`src/rtl/r5p_soc_uart_pkg.sv`:
```
`default_nettype none
// +-----------------------------------------------------------------------------+
// | r5p_soc_uart_pkg                                                            |
// | Register map, bit indices and shared types for the UART sequencing block.   |
// | Rev 1.0                                                                     |
// +-----------------------------------------------------------------------------+
package r5p_soc_uart_pkg;

    localparam logic [1:0] REG_DATA   = 2'd0;
    localparam logic [1:0] REG_STATUS = 2'd1;
    localparam logic [1:0] REG_CTRL   = 2'd2;
    localparam logic [1:0] REG_RXCNT  = 2'd3;

    localparam int ST_TX_FULL  = 0;
    localparam int ST_TX_EMPTY = 1;
    localparam int ST_RX_EMPTY = 2;
    localparam int ST_RX_FULL  = 3;
    localparam int ST_RX_OVF   = 4;
    localparam int ST_TX_OVF   = 5;
    localparam int ST_PRT_ERR  = 6;
    localparam int ST_BUSY     = 7;

    localparam int CT_TX_EN = 0;
    localparam int CT_RX_EN = 1;
    localparam int CT_RXIE  = 2;
    localparam int CT_TXIE  = 3;
    localparam int CT_ERIE  = 4;

    typedef struct packed {
        logic erie;
        logic txie;
        logic rxie;
        logic rx_en;
        logic tx_en;
    } ctrl_t;

    typedef enum logic [1:0] {
        IDLE = 2'd0,
        RD   = 2'd1,
        GAP  = 2'd2,
        WR   = 2'd3
    } fsm_t;

endpackage
`default_nettype wire

```
`src/rtl/r5p_soc_fifo.sv`:
```
`default_nettype none
// +-----------------------------------------------------------------------------+
// | r5p_soc_fifo                                                                |
// | Synchronous FIFO, pointers carry one extra wrap bit for full/empty.         |
// | Rev 1.0                                                                     |
// +-----------------------------------------------------------------------------+
module r5p_soc_fifo #(
    parameter int DW    = 8,
    parameter int DEPTH = 16
) (
    input  logic                     clk,
    input  logic                     rst,
    input  logic                     push,
    input  logic [DW-1:0]            wdt,
    input  logic                     pop,
    output logic [DW-1:0]            rdt,
    output logic                     full,
    output logic                     empty,
    output logic [$clog2(DEPTH):0]   level
);
    localparam int         AW    = $clog2(DEPTH);
    localparam logic [AW:0] C_ONE = 1;

    logic [DW-1:0] r_mem [DEPTH];
    logic [AW:0]   r_wp;
    logic [AW:0]   r_rp;
    logic          w_push;
    logic          w_pop;

    // Full/empty come from the pre-edge pointers, so a push into a full FIFO is dropped
    // even when a pop happens in the same cycle.
    assign w_push = push & ~full;
    assign w_pop  = pop & ~empty;

    always_ff @(posedge clk or negedge rst) begin
        if (!rst) begin
            r_wp <= '0;
            r_rp <= '0;
        end else begin
            if (w_push) r_wp <= r_wp + C_ONE;
            if (w_pop)  r_rp <= r_rp + C_ONE;
        end
    end

    always_ff @(posedge clk) begin
        if (w_push) r_mem[r_wp[AW-1:0]] <= wdt;
    end

    assign rdt   = r_mem[r_rp[AW-1:0]];
    assign empty = (r_wp == r_rp);
    assign full  = (r_wp[AW] != r_rp[AW]) && (r_wp[AW-1:0] == r_rp[AW-1:0]);
    assign level = r_wp - r_rp;

endmodule
`default_nettype wire

```
`src/rtl/r5p_soc_uart_ctl.sv`:
```
`default_nettype none
// +-----------------------------------------------------------------------------+
// | r5p_soc_uart_ctl                                                            |
// | Bus-mapped TX/RX FIFOs that sequence the UART core's Avalon port.           |
// | Rev 1.0                                                                     |
// +-----------------------------------------------------------------------------+
module r5p_soc_uart_ctl
    import r5p_soc_uart_pkg::*;
#(
    parameter int   TXD    = 16,
    parameter int   RXD    = 16,
    parameter logic PRT_EN = 1'b0
) (
    input  logic        clk,
    input  logic        rst,
    input  logic        bus_vld,
    input  logic        bus_wen,
    input  logic [3:0]  bus_adr,
    input  logic [31:0] bus_wdt,
    output logic [31:0] bus_rdt,
    output logic        bus_rdy,
    output logic        irq,
    output logic        uart_read,
    output logic        uart_write,
    output logic [31:0] uart_wdt,
    input  logic [31:0] uart_rdt,
    input  logic        uart_wait,
    input  logic        uart_int
);
    localparam int TAW = $clog2(TXD);
    localparam int RAW = $clog2(RXD);

    fsm_t        r_state;
    fsm_t        w_state_nxt;
    ctrl_t       r_ctrl;
    logic [7:0]  r_wdt;
    logic [31:0] r_rdt;
    logic        r_irq;
    logic        r_rx_ovf;
    logic        r_tx_ovf;
    logic        r_prt_err;

    logic        w_wr;
    logic        w_rd;
    logic [1:0]  w_sel;
    logic        w_tx_push;
    logic        w_tx_pop;
    logic        w_rx_push;
    logic        w_rx_pop;
    logic        w_wdt_load;
    logic [7:0]  w_tx_head;
    logic [7:0]  w_rx_head;
    logic        w_tx_full;
    logic        w_tx_empty;
    logic        w_rx_full;
    logic        w_rx_empty;
    logic [TAW:0] w_tx_level;
    logic [RAW:0] w_rx_level;
    logic [7:0]  w_status;
    logic [31:0] w_rdt;
    logic [2:0]  w_w1c;
    logic        w_set_rx_ovf;
    logic        w_set_tx_ovf;
    logic        w_set_prt;
    logic        w_unused;

    assign w_wr  = bus_vld & bus_wen;
    assign w_rd  = bus_vld & ~bus_wen;
    assign w_sel = bus_adr[3:2];

    assign w_tx_push = w_wr && (w_sel == REG_DATA);
    assign w_rx_pop  = w_rd && (w_sel == REG_DATA);

    r5p_soc_fifo #(.DW(8), .DEPTH(TXD)) u_tx_fifo (
        .clk   (clk),
        .rst   (rst),
        .push  (w_tx_push),
        .wdt   (bus_wdt[7:0]),
        .pop   (w_tx_pop),
        .rdt   (w_tx_head),
        .full  (w_tx_full),
        .empty (w_tx_empty),
        .level (w_tx_level)
    );

    r5p_soc_fifo #(.DW(8), .DEPTH(RXD)) u_rx_fifo (
        .clk   (clk),
        .rst   (rst),
        .push  (w_rx_push),
        .wdt   (uart_rdt[7:0]),
        .pop   (w_rx_pop),
        .rdt   (w_rx_head),
        .full  (w_rx_full),
        .empty (w_rx_empty),
        .level (w_rx_level)
    );

    // Read is tested first so a pending RX byte never waits behind a stalled TX stream;
    // WR never leaves before the core accepts, so read and write strobes cannot overlap.
    always_comb begin
        w_state_nxt = r_state;
        w_rx_push   = 1'b0;
        w_tx_pop    = 1'b0;
        w_wdt_load  = 1'b0;
        case (r_state)
            IDLE: begin
                if (r_ctrl.rx_en && uart_int && !w_rx_full) begin
                    w_state_nxt = RD;
                end else if (r_ctrl.tx_en && !w_tx_empty) begin
                    w_state_nxt = WR;
                    w_wdt_load  = 1'b1;
                end
            end
            RD: begin
                w_rx_push   = uart_rdt[31];
                w_state_nxt = GAP;
            end
            GAP: w_state_nxt = IDLE;
            WR: begin
                if (!uart_wait) begin
                    w_tx_pop    = 1'b1;
                    w_state_nxt = IDLE;
                end
            end
            default: w_state_nxt = IDLE;
        endcase
    end

    always_ff @(posedge clk or negedge rst) begin
        if (!rst) r_state <= IDLE;
        else      r_state <= w_state_nxt;
    end

    assign w_status = {(r_state != IDLE) | ~w_tx_empty, r_prt_err, r_tx_ovf, r_rx_ovf,
                       w_rx_full, w_rx_empty, w_tx_empty, w_tx_full};

    always_comb begin
        w_rdt = '0;
        case (w_sel)
            REG_DATA:   if (!w_rx_empty) w_rdt = {1'b1, 23'd0, w_rx_head};
            REG_STATUS: w_rdt[7:0] = w_status;
            REG_CTRL:   w_rdt[4:0] = r_ctrl;
            default:    w_rdt[RAW:0] = w_rx_level;
        endcase
    end

    assign w_w1c        = (w_wr && (w_sel == REG_STATUS)) ? bus_wdt[ST_PRT_ERR:ST_RX_OVF] : 3'b000;
    assign w_set_rx_ovf = (r_state == RD) & uart_rdt[30];
    assign w_set_prt    = (r_state == RD) & PRT_EN & uart_rdt[29];
    assign w_set_tx_ovf = w_tx_push & w_tx_full;

    // Clear is applied before set so a flag raised in the clearing cycle survives.
    always_ff @(posedge clk or negedge rst) begin
        if (!rst) begin
            r_ctrl    <= '0;
            r_wdt     <= '0;
            r_rdt     <= '0;
            r_irq     <= 1'b0;
            r_rx_ovf  <= 1'b0;
            r_tx_ovf  <= 1'b0;
            r_prt_err <= 1'b0;
        end else begin
            if (w_wr && (w_sel == REG_CTRL)) r_ctrl <= ctrl_t'(bus_wdt[4:0]);
            if (w_wdt_load) r_wdt <= w_tx_head;
            if (w_rd)       r_rdt <= w_rdt;
            r_rx_ovf  <= (r_rx_ovf  & ~w_w1c[0]) | w_set_rx_ovf;
            r_tx_ovf  <= (r_tx_ovf  & ~w_w1c[1]) | w_set_tx_ovf;
            r_prt_err <= (r_prt_err & ~w_w1c[2]) | w_set_prt;
            r_irq     <= (r_ctrl.rxie & ~w_rx_empty)
                       | (r_ctrl.txie & w_tx_empty & (r_state == IDLE))
                       | (r_ctrl.erie & (r_rx_ovf | r_tx_ovf | r_prt_err));
        end
    end

    assign bus_rdt    = r_rdt;
    assign bus_rdy    = 1'b1;
    assign irq        = r_irq;
    assign uart_read  = (r_state == RD);
    assign uart_write = (r_state == WR);
    assign uart_wdt   = {24'd0, r_wdt};

    assign w_unused = ^{bus_adr[1:0], bus_wdt[31:8], uart_rdt[28:8], w_tx_level};

endmodule
`default_nettype wire
```
`config.mk`:
```
export PLATFORM = sky130hd
export DESIGN_NAME = r5p_soc_uart_ctl
export DESIGN_NICKNAME = d
export VERILOG_FILES = /design/src/rtl/r5p_soc_uart_pkg.sv /design/src/rtl/r5p_soc_fifo.sv /design/src/rtl/r5p_soc_uart_ctl.sv
export SDC_FILE = /design/constraint.sdc
export NUM_CORES = 1
export LEC_CHECK = 0
export CORE_UTILIZATION = 55
export CTS_CLUSTER_SIZE = 25
export DETAILED_ROUTE_END_ITERATION = 8
export PLACE_DENSITY = 0.76
export SLEW_MARGIN = 20
export SYNTH_ARGS = -nofsm -noshare
export SYNTH_HDL_FRONTEND = slang
export SYNTH_SLANG_ARGS = --single-unit
export TNS_END_PERCENT = 30
```
`constraint.sdc`:
```
create_clock -name clk -period 5 [get_ports clk]
set_clock_uncertainty 0.1 [all_clocks]
set_input_delay 1 -clock clk [delete_from_list [all_inputs] [get_ports clk]]
set_output_delay 1 -clock clk [all_outputs]
set_load 0.01 [all_outputs]
```
# --- Word level (Yosys, flattened, before mapping) ---
# Memory sizes are Yosys's and may differ from the RTL's. A register that Yosys moved wholly into a read port is not among the register bits.
# Cells that the tools add are included.
# Widths: inputs -> output; s select.
op_classes:
  add_sub_neg: 5
  n_eq_ne: 13
  muxes: 19
  n_bitwise: 30
  n_reduce_logical: 16
ops:
  columns: ["op", "n"]
  rows:
  - ["$mux 32", 1]
  - ["$mux 24", 1]
  - ["$add 5x1->5 const B", 4]
  - ["$and 1x1->1", 15]
  - ["$pmux 5 s3", 1]
  - ["$eq 5x5->1", 2]
  - ["$mux 1", 10]
  - ["$logic_and 1x1->1", 9]
  - ["$eq 4x4->1", 2]
  - ["$not 1->1", 8]
  - ["$pmux 2 s4", 1]
  - ["$or 1x1->1", 7]
  - ["$eq 2x2->1 const B", 3]
  - ["$mux 2", 3]
  - ["$pmux 3 s2", 1]
  - ["$sub 5x5->5", 1]
  - ["$eq 2x1->1 const B", 2]
  - ["$logic_not 2->1", 2]
  - ["$logic_not 1->1", 3]
  - ["$mux 3", 1]
  - ["$ne 3x3->1 const B", 1]
  - ["$ne 1x1->1", 2]
  - ["$ne 2x2->1 const B", 1]
  - ["$reduce_and 2->1", 1]
  - ["$reduce_bool 2->1", 1]
totals:
  regBits: 63
  ram_bits: 256
  inputBits: 74
  out_inout_bits: 68
  n_memories: 2
mem_list:
  columns: ["name", "words", "width", "read_ports", "rd_ports_with_merged_regs", "write_ports", "line", "text"]
  rows:
  - ["u_rx_fifo.r_mem", 16, 8, 1, 0, 1, "r5p_soc_fifo.sv:24", "logic [DW-1:0] r_mem [DEPTH];"]
  - ["u_tx_fifo.r_mem", 16, 8, 1, 1, 1, "r5p_soc_fifo.sv:24", null]

# --- Longest topological paths before layout ---
logic_depth:
  depth_word: 6
  ltp_mapped: 9

# --- Modules after synthesis ---
# A second synthesis with hierarchy kept.
hier_totals:
  hier_cells: 766
  area_unflattened_um2: 13127.6
by_module_without_submodules:
  columns: ["module", "n_inst", "cells_each", "area_each_um2"]
  rows:
  - ["r5p_soc_fifo at u_rx_fifo", 1, 297, 5750.5]
  - ["r5p_soc_fifo at u_tx_fifo", 1, 299, 5664.2]
  - ["r5p_soc_uart_ctl", 1, 170, 1712.9]

# --- Least setup slack after synthesis ---
# Ideal clock, no wire load.
synth_path:
  path_kind: "reg-to-reg"
  startpoint: "reg u_rx_fifo.r_rp[1]"
  endpoint: "mem u_rx_fifo.r_mem[12][0], enable pin"
  setup_time_ns: 0.332
  arrival_time_ns: 2.425
  t_required_ns: 4.568
  setup_slack_ns: 2.143
  path_stages_with_launch: 10
  cell_sequence: "dfrtp_1 > buf_2 > clkinv_1 > ha_1 > and4_2 > nand2b_4 > and3_2 > clkbuf_1 > and3_1 > and2_1"
synth_between:
  elab_chain_cells: 6
synth_rtl:
  columns: ["item", "line", "text"]
  rows:
  - ["start, declared", "r5p_soc_fifo.sv:26", "logic [AW:0] r_rp;"]
  - ["start signal, assigned", "r5p_soc_fifo.sv:41", "if (w_pop) r_rp <= r_rp + C_ONE;"]
  - ["$eq 4x4->1", "r5p_soc_fifo.sv:51", "assign full = (r_wp[AW] != r_rp[AW]) && (r_wp[AW-1:0] == r_rp[AW-1:0]);"]
  - ["$logic_and 1x1->1", "r5p_soc_fifo.sv:51", null]
  - ["$not 1->1", "r5p_soc_fifo.sv:32", "assign w_push = push & ~full;"]
  - ["$and 1x1->1", "r5p_soc_fifo.sv:32", null]
  - ["$mux 1", "r5p_soc_fifo.sv:46", "if (w_push) r_mem[r_wp[AW-1:0]] <= wdt;"]
  - ["$mux 1 (implied by the code)", "r5p_soc_fifo.sv:46", null]
  - ["end, declared", "r5p_soc_fifo.sv:24", null]
# No other way between the ends.

# --- Worst setup path after layout ---
layout_path:
  startpoint: "reg u_rx_fifo.r_rp[1]"
  endpoint: "mem u_rx_fifo.r_mem[4][1], enable pin"
# The elaborated chain is that of the path after synthesis.

==> results.txt <==
Worst EP required - 5.07 ns
DRT iter0 DRCs - 537
R2r setup slk - 1.42 ns
Vias - 6461
Clock tree buffer depth - 3
Cells after Synth - 733
# hold bufs at CTS - 0
Slew @ Worst Pin - 0.997 ns
IO Pins - 142
Vias per inst - 5.93
Synth Area in Simple Gates - 5.88%
Top-area cell type share of the netlist area - 60.1%
Largest family of logic cells by synthesized area - multiplexers
Drt pass-1 iters - 4
N_diodes - 0
CP Capture Type - flip-flop
Post-CTS sizing - 0
Worst r2r dst - u_rx_fifo.r_mem[4][1]
Slew Viols, Final - 0
Fin util - 62.4%
Critical Path Start - u_rx_fifo.r_rp[1]
Critical Path End - u_rx_fifo.r_mem[4][1]
Synth cell count leaders - edfxtp_1 (256), mux4_2 (57), buf_4 (51)
Prevailing post-synth register cell - edfxtp_1
Setup TNS - 0 ns
IO Port Bufs - 45
P_leak - 0.00494 uW
Synth Cell Area - 0.0128 mm2
Area delta synth->final - 10.8%
R2R depth - 8
Period utilization - 71.5%
First-pass GRT wire length - 38200 um
DR DRC count - 0
Final setup vio count - 0
Final WL - 24800 um
Core Footprint - 0.0227 mm2
Overall routing resource usage - 21.4%
Number of synthesized flops with an enable pin - 256
RSZ-0062 raised after global routing - false
Largest net degree at the start of global routing - 49
Routed WL per cell - 22.7 um
Power density over the cells - 518 mW/mm2
HPWL Detailed - 16100 um
TritonCTS buffer count - 29
H-tree levels - 1
Register area share after synthesis - 69.5%
Cell Rows - 55
Layout cells sized above 1 - 17.3%
RR Startpoint - u_rx_fifo.r_rp[1]
Synth warn - 0
Die area - 0.0239 mm2
Final Cell Area - 0.0142 mm2
Die height - 154 um
Largest area contributor in the synthesized netlist - edfxtp_1
GP Congestion - 0.852
Starting density of the core - 56.3%
Chip width - 154 um
Worst-skew pair later-pin latency - 0.53 ns
#FFs+latches synth - 304
Synth Area in Compound Gates - 3.97%
Max IR drop VDD - 396 uV
Critical hold path startpoint - u_rx_fifo.r_rp[4]
CTS tree - built
Setup bufs post-CTS - 0
Post-synthesis mux area share - 12.7%
Xor/xnor share of the synthesized area - 1.71%
Antenna violations before repair - 0
Placed instance area - 0.0133 mm2
Largest cells by area after synthesis - edfxtp_1 (60%), mux4_2 (10%), dfrtp_1 (9.4%)
Max-cap violations - 0
Gr ovfl total - 0
Top-count cell post-synth - edfxtp_1
Startpoint Class - flip-flop
Fraction of registers with async set/reset - 15.8%
Worst slew margin relative to its limit - 33.5%
Adder-Cell Fraction of Synth Area - 1.53%
Antenna Nets Post-Route - 0
Kind of critical path - reg2reg
Final Hold Viols - 0
Clock root cell - clkbuf_16
Mapped Avg Cell Area - 17.4 um2
Status - finished clean
Nets - 872
Clk sink count - 304
CP Max Fanout - 33
Min Clock Period, post-route - 3.58 ns
Hold Crit Class - reg2reg
Worst Path Arrival - 3.64 ns
Post-synth cell types - 60
Max frequency - 280 MHz
Vias in the first global route - 6741
Worst-path clk slew - 0.06 ns
-- metal layers --
metal  global-route usage, %  up-vias  part of all wire (%)
li1                        -     2867                     -
met5                       0        -                     0
met3                    2.97       58                   4.8
met2                    36.5      217                    50
met1                    27.8     3319                    41
met4                    9.52        0                   4.3
-- worst max-delay path: stages, from the launching register on --
cell and delay (ns):
dfrtp_1 0.32, buf_4 0.38, clkinv_1 0.46, ha_1 0.46, and4_2 0.28, nand2b_4 0.11
nand3_1 0.15, nor3b_1 0.43, and2_1 0.51
-- worst min-delay path by stage --
stage | endpoint | slack, ns | depth (start not counted)
floorplan | u_rx_fifo.r_rp[4] | 0.37 | 1
global placement | bus_rdt[31] | 0.37 | 2
detailed placement | u_rx_fifo.r_rp[4] | 0.39 | 1
CTS | u_rx_fifo.r_rp[4] | 0.40 | 1
global route | u_rx_fifo.r_rp[4] | 0.42 | 1
finish | u_rx_fifo.r_rp[4] | 0.40 | 1
-- registers in the layout, indices dropped and copies added, names as in the netlist, 5 cells and up --
name,flops
u_rx_fifo.r_mem,128
u_tx_fifo.r_mem,128
bus_rdt,9
r_wdt,8
r_ctrl,5
u_rx_fifo.r_rp,5
u_rx_fifo.r_wp,5
u_tx_fifo.r_rp,5
u_tx_fifo.r_wp,5
-- power breakdown --
group          internal [uW]  switching, uW  total (uW)
sequential              2950            274        3220
clock                   1140            896        2030
combinational           1010           1070        2080
-- metrics by stage --
| step | std cells | power, uW | setup WS, ns | hold WS [ns] |
|---|---|---|---|---|
| detailed placement | 1037 | 5340 | 1.50 | 0.388 |
| floorplan | 779 | 4760 | 2.14 | 0.365 |
| finish | 1090 | 7330 | 1.42 | 0.400 |
| global route | 1090 | 7650 | 1.25 | 0.416 |
| global placement | 1037 | 5270 | 1.61 | 0.368 |
| CTS | 1090 | 7380 | 1.48 | 0.399 |
-- layout by cell type (no fill, tap or decap), drive strengths merged, types with 3 or more instances in the layout --
cell type	n
buf	8
inv	14
xnor2	21
a2111oi	3
conb	48
and2	16
o21ai	11
nand3	7
mux2	15
a21oi	7
a311oi	3
nor3	4
nand2	44
mux2i	7
edfxtp	256
nor2	22
clkdlybuf4s50	44
nand4	7
mux4	61
o22ai	18
xor2	4
dfrtp	48
and3	21
a221o	4
nor2b	9
a211oi	4
ha	14
clkbuf	35
and4	3
a31oi	5
nand2b	5
clkinv	17
-- layout make-up --
type                    instances  area [um2]
clock inverters                18        95.1
repair buffers                 52         498
fillers                      1570        8540
well taps                     285         357
multi-input cells             383        3480
flip-flops and latches        304        8890
inverters                      13        48.8
clock buffers                  35         800
-- kinds of logic (layout without fill, tap and decap cells) --
kind of cell | after synthesis | after routing
buf+inv | 92 | 118
other cells | 2 | 48
mux | 83 | 83
flops | 304 | 304
xor+xnor | 25 | 25
simple gates | 143 | 143
fa+ha+maj | 15 | 15
compound gates | 69 | 69
Power figures use the tool's default switching activity.
